### config.mk
export PLATFORM = sky130hd
export DESIGN_NAME = ff_bank_arbiter
export DESIGN_NICKNAME = d
export VERILOG_FILES = /design/src/rtl/ff_bank_arbiter.sv
export SDC_FILE = /design/constraint.sdc
export NUM_CORES = 1
export LEC_CHECK = 0
export ABC_CLOCK_PERIOD_IN_PS = 3270
export BUFFER_PORTS_ARGS = -buffer_cell sky130_fd_sc_hd__clkbuf_2
export CAP_MARGIN = 5
export CORE_MARGIN = 2
export CORE_UTILIZATION = 40
export DETAILED_ROUTE_END_ITERATION = 10
export PLACE_DENSITY = 0.75
export REMOVE_ABC_BUFFERS = 1
export SKIP_LAST_GASP = 1
export SYNTH_ARGS = -nofsm -noshare
export SYNTH_HDL_FRONTEND = slang
export SYNTH_SLANG_ARGS = --single-unit
### constraint.sdc
create_clock -name clk -period 3.27 [get_ports clk]
set_input_delay 0.1635 -clock clk [delete_from_list [all_inputs] [get_ports clk]]
set_output_delay 0.1635 -clock clk [all_outputs]
set_load 0.02 [all_outputs]
### src/rtl/ff_bank_arbiter.sv
// rtl/ff_bank_arbiter.sv - round-robin write arbiter and sequencer for a shared flip-flop bank
//
// Ports:
//   clk       system clock, rising edge
//   rst       asynchronous active-low reset
//   req       per-requester write request (level, held until ack)
//   din       write data, requester i on din[i*WIDTH +: WIDTH]
//   clr       bank clear request (level, held until clr_done)
//   ff_q      current bank output, fed back for recirculation
//   ff_d      bank d input
//   ff_rst    bank synchronous reset, active-high
//   gnt       one-hot grant, high in WRITE
//   ack       one-hot one-cycle pulse to the winner, in ACK
//   clr_done  one-cycle pulse in the IDLE cycle after CLEAR
//   busy      high in any state other than IDLE
module ff_bank_arbiter #(
    parameter int N_REQ = 4,
    parameter int WIDTH = 14,
    parameter int IDX_W = 2
) (
    input  logic                   clk,
    input  logic                   rst,
    input  logic [N_REQ-1:0]       req,
    input  logic [N_REQ*WIDTH-1:0] din,
    input  logic                   clr,
    input  logic [WIDTH-1:0]       ff_q,
    output logic [WIDTH-1:0]       ff_d,
    output logic                   ff_rst,
    output logic [N_REQ-1:0]       gnt,
    output logic [N_REQ-1:0]       ack,
    output logic                   clr_done,
    output logic                   busy
);

    typedef enum logic [1:0] {
        IDLE  = 2'd0,
        WRITE = 2'd1,
        ACK   = 2'd2,
        CLEAR = 2'd3
    } state_t;

    state_t            state_q, state_d;
    logic [IDX_W-1:0]  ptr_q, ptr_d;
    logic [IDX_W-1:0]  idx_q, idx_d;
    logic [WIDTH-1:0]  data_q, data_d;
    logic              clr_done_q, clr_done_d;

    logic [WIDTH-1:0]  din_a [N_REQ];
    logic [IDX_W:0]    cand;
    logic [IDX_W-1:0]  win_idx;
    logic              win_found;

    always_comb begin
        for (int i = 0; i < N_REQ; i++) begin
            din_a[i] = din[i*WIDTH +: WIDTH];
        end
    end

    // Round-robin scan: first set req bit at or above ptr, wrapping at N_REQ.
    // One extra bit on cand keeps ptr+i from overflowing before the wrap.
    always_comb begin
        win_found = 1'b0;
        win_idx   = '0;
        cand      = '0;
        for (int i = 0; i < N_REQ; i++) begin
            cand = {1'b0, ptr_q} + (IDX_W+1)'(i);
            if (cand >= (IDX_W+1)'(N_REQ)) begin
                cand = cand - (IDX_W+1)'(N_REQ);
            end
            if (!win_found && req[cand[IDX_W-1:0]]) begin
                win_found = 1'b1;
                win_idx   = cand[IDX_W-1:0];
            end
        end
    end

    always_comb begin
        state_d    = state_q;
        ptr_d      = ptr_q;
        idx_d      = idx_q;
        data_d     = data_q;
        clr_done_d = 1'b0;
        case (state_q)
            IDLE: begin
                // Clear wins over writes; pending reqs are simply seen later.
                if (clr) begin
                    state_d = CLEAR;
                end else if (win_found) begin
                    idx_d   = win_idx;
                    data_d  = din_a[win_idx];
                    state_d = WRITE;
                end
            end
            WRITE: state_d = ACK;
            ACK: begin
                ptr_d   = (idx_q == IDX_W'(N_REQ-1)) ? '0 : idx_q + 1'b1;
                state_d = IDLE;
            end
            CLEAR: begin
                clr_done_d = 1'b1;
                state_d    = IDLE;
            end
            default: state_d = IDLE;
        endcase
    end

    always_ff @(posedge clk or negedge rst) begin
        if (!rst) begin
            state_q    <= IDLE;
            ptr_q      <= '0;
            idx_q      <= '0;
            data_q     <= '0;
            clr_done_q <= 1'b0;
        end else begin
            state_q    <= state_d;
            ptr_q      <= ptr_d;
            idx_q      <= idx_d;
            data_q     <= data_d;
            clr_done_q <= clr_done_d;
        end
    end

    assign gnt      = (state_q == WRITE) ? (N_REQ'(1) << idx_q) : '0;
    assign ack      = (state_q == ACK)   ? (N_REQ'(1) << idx_q) : '0;
    assign busy     = (state_q != IDLE);
    assign clr_done = clr_done_q;

    // Recirculating q holds the bank without an enable pin.
    assign ff_d   = (state_q == WRITE) ? data_q : ff_q;
    // Bank is held cleared for every edge while rst is low.
    assign ff_rst = ~rst | (state_q == CLEAR);

endmodule

==> metrics.txt <==
share of layout cells above drive strength 1 around 56%; die width between 60 and 70 microns; Post-Synthesis Cells 149; first-pass GRT wire length between 6 and 7 mm; placed cell area between 2000 and 2500 sq um; Iteration-0 DRC Markers 16; post-route ant nets 0; fin nets 328; GPL Wtd Cong approximately 0.74; crit path DAT about 2400 ps; hpwl dp around 3.2 mm; Setup Skew approximately 3.3 ps; Crit. End Element flip-flop; clk slew on worst S/H paths approximately 80 ps; Internal just over 0.9 mW; Synth Register Bits 21; top_reg_cell synth dfrtp_1; power per cell area around 750 nW/um^2; area delta synth->final 36.7%; Routed WL just over 4 mm; CP Class reg -> reg; Yosys top cell area share about a third; Setup crit start kind flip-flop; Max Fanout on Critical Path 18; pin count of the biggest net entering global routing 23; Clk Latency, worst-skew pair about 260 ps; Synth area leaders dfrtp_1, mux2i_1, mux2_2; clock root cell clkbuf_8; CTS Sinks 21; syn_area_per_cell 10.7 sq um; PortBufs slightly above 100; leakage 1.17 nW; RSZ-0062 raised after global routing no; initial antenna violation count 0; die area ~4500 sq um; final setup vio count 0; Worst EP required about 3400 ps; Initial Utilization a little over two fifths; Ant. Diodes 0; Mapped Area 1590 sq um; Post-route DRC 0; postcts setup bufs 0; via/cell ratio between 5 and 6; Max rail drop VDD ~0.40 mV; Slew headroom between 30 and 40%; Sw Pwr between 0.7 and 0.8 mW; clock tree buffer depth 2; Final min period roughly 2200 ps; r2r endpoint data_q[12]; H-tree Lvls 1; WHS Endpoint state_q[0]; reg2reg path depth 5; CTS tree done; Final Hold Viols 0; number of distinct library cells after synthesis 28; WHS roughly 150 ps; share of power burned in registers slightly below 30%; Clock power frac around a tenth; CORE AREA around 3700 sq um; setup slack, reg-to-reg approximately 1000 ps; Slew @ Worst Pin approximately 900 ps; share of flip-flops with an asynchronous set or reset 100%; number of flops mapped to enable cells by yosys 0; num rows 22; launch point of the worst hold path clr; pins over their slew limit 0; most common cell after layout, fill and taps aside clkbuf_2; Comb pwr share approximately three fifths; Seq/Total Area, Yosys between 30% and 40%; hold depth 3; hold crit path type in -> reg; Fin Setup TNS 0 ps; Inst Count DP approximately 290; status complete, no violations; f_max 0.447 GHz; DR WL/cell 14.1 microns; GR Overflow Total 0; leading area contributor after synthesis dfrtp_1; max_cap viols 0; Final Cell Area between 2000 and 2500 sq um; commonest cells after routing, fill and taps aside clkbuf_2, mux2i_1, dfrtp_1; Syn. warnings 0; Final period util 68.4%; FF-to-FF Start ptr_q[1]; DR pass1 iterations 4; switch share between 40% and 50%; Finished Layout Cells 294; vias in the first global route 1406; CTS buffer count 3; # resized after CTS 0; Total GRT Usage around a fifth; height of the die approximately 67 microns; DR vias about 1500; boundary pin count 102
-- synthesized netlist by cell type, types with 2 or more instances --
cell type / n
nand2_1: 17
o221ai_2: 9
a21oi_1: 3
o21ai_0: 3
and2_1: 9
mux2_2: 17
clkbuf_1: 3
nor2b_1: 2
mux2i_1: 28
dfrtp_1: 21
buf_2: 2
nor2_1: 3
buf_4: 2
buf_6: 3
nand2b_1: 2
inv_1: 5
o221ai_1: 6
ha_1: 4
-- registers in the layout, summed over array words and instances (netlist names) --
signal,cells
data_q,14
ptr_q,2
clr_done,1
state_q,2
idx_q,2
-- layout make-up --
cell class                 count  area (sq um)
timing repair buffer         103           523
multi-input combinational    113           997
clock inverter                 1          5.00
fill                         338          1570
clock buffer                   3          41.3
tap                           48          60.1
sequential                    21           526
inverter                       5          18.8
-- layer usage --
metal / part of all wire [%] / track usage (%) / vias up
met5: 0 / 0 / -
met4: 0.89 / 4.59 / 0
met3: 12 / 6.08 / 4
met2: 44 / 30.8 / 78
met1: 44 / 24.1 / 653
li1: - / - / 741
-- power groups by stage --
| stage | Clock [mW] | Combinational, mW | Sequential, mW |
|---|---|---|---|
| after CTS | 0.179 | 0.993 | 0.477 |
| final | 0.170 | 0.980 | 0.478 |
| after global placement | 0 | 0.973 | 0.477 |
| after detailed placement | 0 | 0.991 | 0.480 |
| after floorplan | 0 | 0.742 | 0.455 |
| after global routing | 0.192 | 1.08 | 0.494 |
-- worst max-delay path, stage by stage (launching register included) --
cell,delay [ps]
dfrtp_1,430
mux2_2,390
o221ai_4,440
buf_4,410
mux2i_1,290
o221ai_2,120
-- timing repair --
item | 4_1_cts | 5_1_grt
hold endpoints to repair | 21 | 0
setup endpoints to repair | 0 | 0
hold buffers | 1 | 0
-- how the worst max path moves through the flow --
| stage | cells after the start | endpoint | start | slack, ps |
|---|---|---|---|---|
| floorplan | 4 | data_q[0] | ptr_q[1] | -120 |
| global placement | 4 | data_q[13] | state_q[0] | 1080 |
| detailed placement | 5 | data_q[8] | ptr_q[1] | 1040 |
| CTS | 5 | data_q[12] | ptr_q[1] | 1030 |
| global route | 5 | data_q[12] | ptr_q[1] | 870 |
| finish | 5 | data_q[12] | ptr_q[1] | 1030 |
-- logic make-up (layout without fill, tap and decap cells) --
group | Yosys count | count (layout) | synth area share (%)
buf+inv | 15 | 112 | 5.59
fa+ha+maj | 4 | 4 | 3.15
flops | 21 | 21 | 33.1
simple gates | 40 | 40 | 13.2
mux | 45 | 45 | 29.7
compound gates | 24 | 24 | 15.2
-- stage by stage --
stage	setup WS, ps	util [%]	power, mW
floorplan	-124	-	1.20
global placement	1080	56.5	1.45
detailed placement	1040	56.5	1.47
CTS	1030	58.0	1.65
global route	870	58.0	1.76
finish	1030	58.0	1.63
(Power assumes the default switching activity.)
